===== src/rtl/mul_pkg.sv =====
`default_nettype none
// -----------------------------------------------------------------------------
// mul_pkg: shared state encoding and datapath widths for mul_arbiter. Rev 1.0
// -----------------------------------------------------------------------------
package mul_pkg;

    localparam int OP_W   = 32;
    localparam int PROD_W = 64;

    typedef enum logic [1:0] {
        IDLE = 2'd0,
        LOAD = 2'd1,
        RUN  = 2'd2,
        DONE = 2'd3
    } state_t;

endpackage
`default_nettype wire


===== src/rtl/rr_arbiter.sv =====
`default_nettype none
// -----------------------------------------------------------------------------
// rr_arbiter: combinational round-robin pick starting the search at ptr_i. Rev 1.0
// -----------------------------------------------------------------------------
module rr_arbiter #(
    parameter int NUM_REQ = 4,
    parameter int IDX_W   = 2
) (
    input  logic [NUM_REQ-1:0] req_i,
    input  logic [IDX_W-1:0]   ptr_i,
    output logic [NUM_REQ-1:0] grant_o,
    output logic [IDX_W-1:0]   idx_o,
    output logic               any_o
);

    int               k_int;
    logic [IDX_W-1:0] k_idx;

    always_comb begin
        grant_o = '0;
        idx_o   = '0;
        any_o   = 1'b0;
        k_int   = 0;
        k_idx   = '0;
        for (int i = 0; i < NUM_REQ; i++) begin
            k_int = (int'(ptr_i) + i) % NUM_REQ;
            k_idx = IDX_W'(k_int);
            if (!any_o && req_i[k_idx]) begin
                any_o          = 1'b1;
                grant_o[k_idx] = 1'b1;
                idx_o          = k_idx;
            end
        end
    end

endmodule
`default_nettype wire


===== src/rtl/mul_arbiter.sv =====
`default_nettype none
// -----------------------------------------------------------------------------
// mul_arbiter: round-robin front end sharing one multi-cycle multiplier. Rev 1.0
// Optional: MUL_ARB_ZERO_BYPASS_EN returns zero-operand products without the engine.
// -----------------------------------------------------------------------------
module mul_arbiter
    import mul_pkg::*;
#(
    parameter int NUM_REQ     = 4,
    parameter int MUL_LATENCY = 33
) (
    input  logic                       clk,
    input  logic                       rst,
    input  logic [NUM_REQ-1:0]         req_valid,
    output logic [NUM_REQ-1:0]         req_ready,
    input  logic [OP_W*NUM_REQ-1:0]    req_a,
    input  logic [OP_W*NUM_REQ-1:0]    req_b,
    output logic                       rsp_valid,
    input  logic                       rsp_ready,
    output logic [$clog2(NUM_REQ)-1:0] rsp_id,
    output logic [PROD_W-1:0]          rsp_product,
    output logic                       mul_load,
    output logic [OP_W-1:0]            mul_a,
    output logic [OP_W-1:0]            mul_b,
    input  logic [PROD_W-1:0]          mul_product,
    output logic                       busy
);

    localparam int                IDX_W    = $clog2(NUM_REQ);
    localparam int                CNT_W    = $clog2(MUL_LATENCY + 1);
    localparam logic [CNT_W-1:0]  CNT_LAST = CNT_W'(MUL_LATENCY - 1);
    localparam logic [IDX_W-1:0]  IDX_LAST = IDX_W'(NUM_REQ - 1);

    state_t              state_q, state_d;
    logic [IDX_W-1:0]    ptr_q;
    logic [CNT_W-1:0]    cnt_q;
    logic                rsp_valid_q;
    logic [IDX_W-1:0]    rsp_id_q;
    logic [PROD_W-1:0]   rsp_product_q;
    logic                mul_load_q;
    logic [OP_W-1:0]     mul_a_q, mul_b_q;
    logic                busy_q;

    logic [NUM_REQ-1:0]  gnt_vec;
    logic [IDX_W-1:0]    gnt_idx;
    logic                gnt_any;
    logic [OP_W-1:0]     sel_a, sel_b;
    logic                zero_op;
    logic                cnt_done;

    rr_arbiter #(
        .NUM_REQ (NUM_REQ),
        .IDX_W   (IDX_W)
    ) u_rr (
        .req_i   (req_valid),
        .ptr_i   (ptr_q),
        .grant_o (gnt_vec),
        .idx_o   (gnt_idx),
        .any_o   (gnt_any)
    );

    assign sel_a    = req_a[gnt_idx*OP_W +: OP_W];
    assign sel_b    = req_b[gnt_idx*OP_W +: OP_W];
    assign cnt_done = (cnt_q == CNT_LAST);

`ifdef MUL_ARB_ZERO_BYPASS_EN
    assign zero_op = (sel_a == '0) || (sel_b == '0);
`else
    assign zero_op = 1'b0;
`endif

    // Gated by rst so no accept strobe leaks out while reset is being applied.
    assign req_ready = (state_q == IDLE && rst) ? gnt_vec : '0;

    always_comb begin
        state_d = state_q;
        case (state_q)
            IDLE: if (gnt_any) state_d = zero_op ? DONE : LOAD;
            LOAD: state_d = RUN;
            RUN:  if (cnt_done) state_d = DONE;
            DONE: if (rsp_ready) state_d = IDLE;
            default: state_d = IDLE;
        endcase
    end

    always_ff @(posedge clk) begin
        if (!rst) begin
            state_q       <= IDLE;
            ptr_q         <= '0;
            cnt_q         <= '0;
            rsp_valid_q   <= 1'b0;
            rsp_id_q      <= '0;
            rsp_product_q <= '0;
            mul_load_q    <= 1'b0;
            mul_a_q       <= '0;
            mul_b_q       <= '0;
            busy_q        <= 1'b0;
        end else begin
            state_q <= state_d;
            busy_q  <= (state_d != IDLE);
            case (state_q)
                IDLE: begin
                    if (gnt_any) begin
                        ptr_q    <= (gnt_idx == IDX_LAST) ? '0 : gnt_idx + 1'b1;
                        rsp_id_q <= gnt_idx;
                        mul_a_q  <= sel_a;
                        mul_b_q  <= sel_b;
                        if (zero_op) begin
                            rsp_product_q <= '0;
                            rsp_valid_q   <= 1'b1;
                        end else begin
                            mul_load_q <= 1'b1;
                        end
                    end
                end
                LOAD: begin
                    mul_load_q <= 1'b0;
                    cnt_q      <= '0;
                end
                RUN: begin
                    if (cnt_done) begin
                        rsp_product_q <= mul_product;
                        rsp_valid_q   <= 1'b1;
                    end else begin
                        cnt_q <= cnt_q + 1'b1;
                    end
                end
                DONE: begin
                    if (rsp_ready) rsp_valid_q <= 1'b0;
                end
                default: ;
            endcase
        end
    end

    assign rsp_valid   = rsp_valid_q;
    assign rsp_id      = rsp_id_q;
    assign rsp_product = rsp_product_q;
    assign mul_load    = mul_load_q;
    assign mul_a       = mul_a_q;
    assign mul_b       = mul_b_q;
    assign busy        = busy_q;

endmodule
`default_nettype wire


===== config.mk =====
export PLATFORM = sky130hd
export DESIGN_NAME = mul_arbiter
export DESIGN_NICKNAME = d
export VERILOG_FILES = /design/src/rtl/mul_pkg.sv /design/src/rtl/rr_arbiter.sv /design/src/rtl/mul_arbiter.sv
export SDC_FILE = /design/constraint.sdc
export NUM_CORES = 1
export LEC_CHECK = 0
export ABC_AREA = 1
export CORE_AREA = 2 2 178 180
export DETAILED_ROUTE_END_ITERATION = 10
export DIE_AREA = 0 0 180 182
export HOLD_SLACK_MARGIN = 0.02
export PLACE_DENSITY_LB_ADDON = 0.08
export SYNTH_ARGS = -nofsm -noshare
export SYNTH_HDL_FRONTEND = slang
export SYNTH_HIERARCHICAL = 1
export SYNTH_SLANG_ARGS = --single-unit

===== constraint.sdc =====
create_clock -name clk -period 3.9 [get_ports clk]
set_input_delay 1.17 -clock clk [delete_from_list [all_inputs] [get_ports clk]]
set_output_delay 1.17 -clock clk [all_outputs]
set_load 0.02 [all_outputs]

==> results of run 1 <==
path summary, 6_finish.rpt:
check	to	slack [ns]	cells past startpoint
worst max-delay path	req_ready[1]	0.40	11
worst min-delay path	rsp_valid$_SDFFE_PN0P_	0.48	2
worst max register to register	mul_a[11]$_SDFFE_PN0P_	1.16	17
worst min register to register	rsp_valid$_SDFFE_PN0P_	0.48	2
timing repair:
item	CTS	global route
buffers inserted	1	4
setup endpoints to repair	4	4
pin swaps	1	6
cloned	1	0
gates resized for setup	20	11
cells in the mapped netlist:
cell type	instances
nor2_2	1
buf_2	26
dfxtp_1	143
buf_4	4
nand3b_1	1
nand2_1	91
nand3_4	1
nand2_4	1
inv_1	86
buf_6	13
nand4_2	1
o211ai_1	65
o21ai_0	176
a211oi_2	1
o21ai_1	24
inv_2	6
a22oi_1	1
clkbuf_1	38
nand3_2	1
a21oi_1	15
nand4_1	8
nor2_4	2
a21boi_0	4
nand2_2	7
nand3_1	25
nor2_1	465
buf_1	5
ha_1	8
stage by stage:
step / cell area (um^2) / util, % / hold slack, ns / setup WS [ns] / cells
floorplan: 7780 / - / 0.486 / 0.514 / 1219
CTS: 13500 / 43.5 / 0.487 / 0.00490 / 2069
finish: 13500 / 43.7 / 0.481 / 0.396 / 2073
detailed placement: 12900 / 41.6 / 0.470 / -0.473 / 2035
global route: 13500 / 43.7 / 0.507 / 0.267 / 2073
global placement: 12900 / 41.6 / 0.462 / -0.423 / 2035
metal layers:
metal | vias to the layer above | share of wire [%] | GRT usage (%)
li1 | 4789 | - | -
met1 | 4137 | 42 | 22.8
met2 | 303 | 49 | 34.9
met3 | 26 | 7.6 | 6.18
met4 | 2 | 1.2 | 4.49
met5 | - | 0.039 | 0
kinds of logic (layout without fill, tap and decap cells):
logic type,count (synthesis),in the layout
and+or+nand+nor,604,605
AOI/OAI and AO/OA,286,286
buffers and inverters,178,629
DFF,143,143
adders and majority gates,8,8
flip-flops by register name, summed over array words and instances, names as in the netlist:
register / cells
busy: 1
state_q: 2
mul_load: 1
mul_a: 32
rsp_valid: 1
ptr_q: 2
rsp_id: 2
mul_b: 32
cnt_q: 6
rsp_product: 64
final cells by class:
type,count,area share [%]
well taps,402,3.71
repair buffers,505,37.5
inverters,92,2.59
multi-input cells,899,30.8
flip-flops and latches,143,21.1
clock inverters,14,1.06
clock buffers,18,3.17
power by group:
part / switching, mW / leakage [nW] / internal [mW]
clock network: 0.760 / 0.269 / 0.902
registers: 0.154 / 1.17 / 1.77
logic: 4.06 / 4.15 / 2.68
worst max-delay path, stage by stage:
cell            delay, ns
dlymetal6s2s_1       0.14
inv_1                0.08
nand2_2              0.07
nand3_4              0.10
nand2_4              0.09
nor2_4               0.17
nand4_1              0.13
nand3_1              0.10
inv_1                0.04
nor2_1               0.09
buf_4                0.15
==> impl_results.md, run 1 <==
- Status: complete, no violations
- Final Max Tran Viols: 0
- Register area: roughly 2900 um^2
- Adder-cell share of the synthesized area: between 1 and 1.5%
- Gpl congestion: 0.847
- Most frequent cells in the layout: 463 x nor2_1, 454 x clkdlybuf4s50_1, 176 x o21ai_0
- Post-Syn Nets: between 1.5k and 2k
- Fmax: ~0.29 GHz
- CP Launch Type: primary input
- # setup viols final: 0
- Final wirelength: about 33000 um
- Synth Area in Compound Gates: about a fifth
- Vias per cell: 4.47
- Global route overflow: 0
- Net count, final: roughly 2k
- Share of layout cells above drive strength 1: 6.46%
- Crit Path Class: primary input to output pin
- Via Count: ~9.3k
- Tmin final: 3.50 ns
- Post-Synth Simple-Gate Area: 30.8%
- Initial antenna violation count: 1
- Worst Setup SP: req_valid[1]
- Yosys cell types: 28
- FP Rows: 65
- CTS max path bufs: 2
- CTS Buf Count: 17
- Hold_buf cts: 0
- Worst reg2reg startpoint: ptr_q[0]$_SDFFE_PN0P_
- Num ports: between 400 and 500
- Arrival @ worst endpoint: about 2.3 ns
- Worst-path maximum fanout: 6
- Post-Syn Area: 7780 um^2
- H-Tree Depth: 4
- Hpwl dp: between 20000 and 25000 um
- Routed len/inst: 16.1 um
- FF+latch count, synth: between 100 and 150
- Clock sinks: 143
- Largest cells by area after synthesis: dfxtp_1 37%, nor2_1 22%, o21ai_0 11%, o211ai_1 6.3%, nand2_1 4.4%
- Area of the multi-input gates: between 4000 and 5000 um^2
- Max_cap viols: 0
- Chip Width: about 180 um
- Synth area leader: dfxtp_1
- Vias in the first global route: between 8k and 9k
- PortBufs: ~460
- Fin. Hold Viols: 0
- Avg Cell Area, Syn: 6.39 um^2
- Largest net degree at the start of global routing: 77
- Tot GR Track Use: about 20%
- Ys Warns: 6
- Worst-path clk slew: about 0.070 ns
- Hold Startpoint: rsp_valid$_SDFFE_PN0P_
- Proportion of synthesized area in mux cells: 0%
- Largest family of logic cells by synthesized area: simple AND/OR/NAND/NOR gates
- Die area: approximately 33000 um^2
- Root Driver: clkbuf_16
- Most common cell after layout, fill and taps aside: nor2_1
- Initial core utilization: approximately 25%
- TNS Setup: 0 ns
- First-pass GRT wire length: roughly 51000 um
- Period utilization: 89.8%
- Leak: about 5.6 nW
- Maximum vdd drop: 0.602 mV
- DRC viols: 0
- Unrepaired setup endpoints after global routing: no
- Hold WC Path Type: flip-flop to flip-flop
- # diodes: 0
- ANT nets after route: 0
- Register area share after synthesis: ~37%
- Worst-Margin Slew: slightly below 0.8 ns
- Syn Inst Count: 1219
- Worst Path Required: 2.73 ns
- CTS tree: done
- CORE AREA: approximately 31000 um^2
- Share of the synthesized area in the top cell type: 36.8%
- CP Capture Type: output pin
- PnR Total Power: slightly above 10 mW
- Drt first pass iters: 4
- Relative slew slack: 47.9%
- Post-Synth XOR/XNOR Area: 0%
- Worst-skew pair later-pin latency: around 0.42 ns
- Layout area overhead: 74.0%
- Power per standard cell area: around 760 nW/um^2
- Clock Skew: between 0.01 and 0.015 ns
- Iter 0 DRT Violations: approximately 400
- Fill count: roughly 3.2k
- Die Span Y: ~180 um
(Power assumes the default switching activity.)
==> inputs of run 2 (changes only) <==
--- a/config.mk
+++ b/config.mk
@@ -11,6 +11,7 @@
 export DIE_AREA = 0 0 180 182
 export HOLD_SLACK_MARGIN = 0.02
 export PLACE_DENSITY_LB_ADDON = 0.08
+export RECOVER_POWER = 50
 export SYNTH_ARGS = -nofsm -noshare
 export SYNTH_HDL_FRONTEND = slang
 export SYNTH_HIERARCHICAL = 1
==> impl_results.md, run 2 (synthesis gave the netlist of run 1 again) <==
- Status: complete, but fails checks (was complete, no violations)
- Failing checks: capacitance limit, slew limit
- Crit Path Class: primary input to output pin (unchanged)
- PortBufs: 463 (unchanged)
- Die Span Y: 182 um (unchanged)
- Die area: 32800 um^2 (unchanged)
- Hold Startpoint: rsp_product[51]$_SDFFE_PN0P_ (was rsp_valid$_SDFFE_PN0P_)
- Reg2reg path depth: 7 (was 17)
- Worst-Margin Slew: 2.18 ns (was 0.780 ns)
- Num ports: 464 (unchanged)
- CTS tree: done (unchanged)
- # setup viols final: 0 (unchanged)
- Leak: 5.80 nW (was 5.59 nW)
- Hpwl dp: 24700 um (unchanged)
- Worst Hold Depth: 2 (unchanged)
- H-Tree Depth: 4 (unchanged)
- CP Launch Type: primary input (unchanged)
- CTS max path bufs: 2 (unchanged)
- Fin cells: 2073 (unchanged)
- Arrival @ worst endpoint: 2.33 ns (about the same)
- Sw power: 4.97 mW (about the same)
- Most common cell after layout, fill and taps aside: nor2_1 (unchanged)
- Clock sinks: 143 (unchanged)
- ANT nets after route: 0 (unchanged)
- Routed len/inst: 16.1 um (about the same)
- Vias per cell: 4.46 (was 4.47)
- Initial antenna violation count: 1 (unchanged)
- Layout area overhead: 73.8% (was 74.0%)
- Net count, final: 1993 (unchanged)
- Max FFs per register: 64 (unchanged)
- Pint: 5.33 mW (was 5.36 mW)
- Global route overflow: 0 (unchanged)
- Most frequent cells in the layout: 464 x nor2_1, 388 x clkdlybuf4s50_1, 182 x o21ai_0 (was 463 x nor2_1, 454 x clkdlybuf4s50_1, 176 x o21ai_0)
- Worst reg2reg startpoint: cnt_q[0]$_SDFFE_PN0P_ (was ptr_q[0]$_SDFFE_PN0P_)
- Root Driver: clkbuf_16 (unchanged)
- CTS Buf Count: 17 (unchanged)
- Share of layout cells above drive strength 1: 6.28% (was 6.46%)
- # diodes: 0 (unchanged)
- Hold WC Path Type: flip-flop to flip-flop (unchanged)
- Drt first pass iters: 4 (unchanged)
- Iter 0 DRT Violations: 396 (was 398)
- Clock power frac: 16.2% (was 16.1%)
- Max_cap viols: 1 (was 0)
- Tmin final: 3.50 ns (about the same)
- Gpl congestion: 0.847 (unchanged)
- Dpl cell area: 12900 um^2 (unchanged)
- Worst Setup SP: req_valid[1] (unchanged)
- Relative slew slack: -45.7% (was 47.9%)
- Place WS: -0.473 ns (unchanged)
- Worst-path clk slew: 0.06 ns (was 0.07 ns)
- Combinational share of power: 65.2% (was 65.3%)
- DRC viols: 0 (unchanged)
- CORE AREA: 31000 um^2 (unchanged)
- Unrepaired setup endpoints after global routing: no (unchanged)
- CP Capture Type: output pin (unchanged)
- Worst Path Required: 2.73 ns (about the same)
- TNS Setup: 0 ns (unchanged)
- Fmax: 0.285 GHz (about the same)
- Worst-skew pair later-pin latency: 0.42 ns (about the same)
- Core Util, Final: 43.7% (about the same)
- Hold_buf cts: 0 (unchanged)
- Final Max Tran Viols: 33 (was 0)
- Via Count: 9252 (was 9257)
- Worst-path maximum fanout: 6 (unchanged)
- Sequential share of power: 18.7% (about the same)
- Switching Share: 48.2% (was 48.1%)
- FP Rows: 65 (unchanged)
- First-pass GRT wire length: 50700 um (unchanged)
- Finished Cell Area: 13500 um^2 (about the same)
- Chip Width: 180 um (unchanged)
- Largest net degree at the start of global routing: 77 (unchanged)
- Clock Skew: 0.0121 ns (was 0.0124 ns)
- Fin. Hold Viols: 0 (unchanged)
- Power per standard cell area: 761 nW/um^2 (was 763 nW/um^2)
- Final wirelength: 33400 um (about the same)
- Crit path setup slack, layout: 0.396 ns (about the same)
- Initial core utilization: 25.1% (unchanged)
- Period utilization: 89.8% (about the same)
- Maximum vdd drop: 0.602 mV (about the same)
- Reg2Reg Setup Slack: 0.63 ns (was 1.16 ns)
- Vias in the first global route: 8754 (unchanged)
- Placed Cells: 2035 (unchanged)
- Tot GR Track Use: 19.6% (unchanged)
-- run 2: cell count changes in the layout (fill, tap and decap cells not counted), moves of 6 or more --
cell             delta
dlygate4sd3_1      +66
o21ai_1             -6
clkdlybuf4s50_1    -66
o21ai_0             +6
-- run 2: through the flow --
| step | hold WS, ns | power, mW |
|---|---|---|
| after global routing | 0.505 | 11.3 |
| after global placement | 0.462 | 8.74 |
| after CTS | 0.487 | 10.5 |
| after floorplan | 0.486 | 6.19 |
| final | 0.477 | 10.3 |
| after detailed placement | 0.470 | 8.73 |
-- run 2: final cells by class --
class	count	area, um^2
clock buffer	18	429
clock inverter	14	144
fill	3240	17500
inverter	92	350
multi-input combinational	899	4170
sequential	143	2860
tap	402	503
timing repair buffer	505	5070
-- run 2: worst paths after layout --
path,end
worst min-delay path,rsp_product[51]$_SDFFE_PN0P_
worst max-delay path,req_ready[1]
worst min register to register,rsp_product[51]$_SDFFE_PN0P_
worst max register to register,rsp_product[31]$_SDFFE_PN0P_
-- run 2: power groups by stage --
stage,logic [mW],clock network [mW],registers [mW]
floorplan,3.90,0,2.29
global placement,6.79,0,1.95
detailed placement,6.78,0,1.96
CTS,6.84,1.72,1.93
global route,7.53,1.79,1.96
finish,6.71,1.66,1.92
-- run 2: metal layers --
metal | track usage [%] | vias up | wire length (um)
met4 | 4.49 | 2 | 405
met3 | 6.18 | 26 | 2540
met2 | 34.9 | 307 | 16300
li1 | - | 4788 | -
met1 | 22.8 | 4129 | 14100
met5 | 0 | - | 13
-- run 2: timing repair --
item,4_1_cts,5_1_grt
buffers inserted,1,4
gates resized for setup,20,11
cloned,1,0
pin swaps,1,6
endpoints found under the setup margin,4,4
-- run 2: critical path, stage by stage --
cell	delay (ns)
dlymetal6s2s_1	0.14
inv_1	0.08
nand2_2	0.07
nand3_4	0.10
nand2_4	0.09
nor2_4	0.17
nand4_1	0.13
nand3_1	0.10
inv_1	0.04
nor2_1	0.09
buf_4	0.15
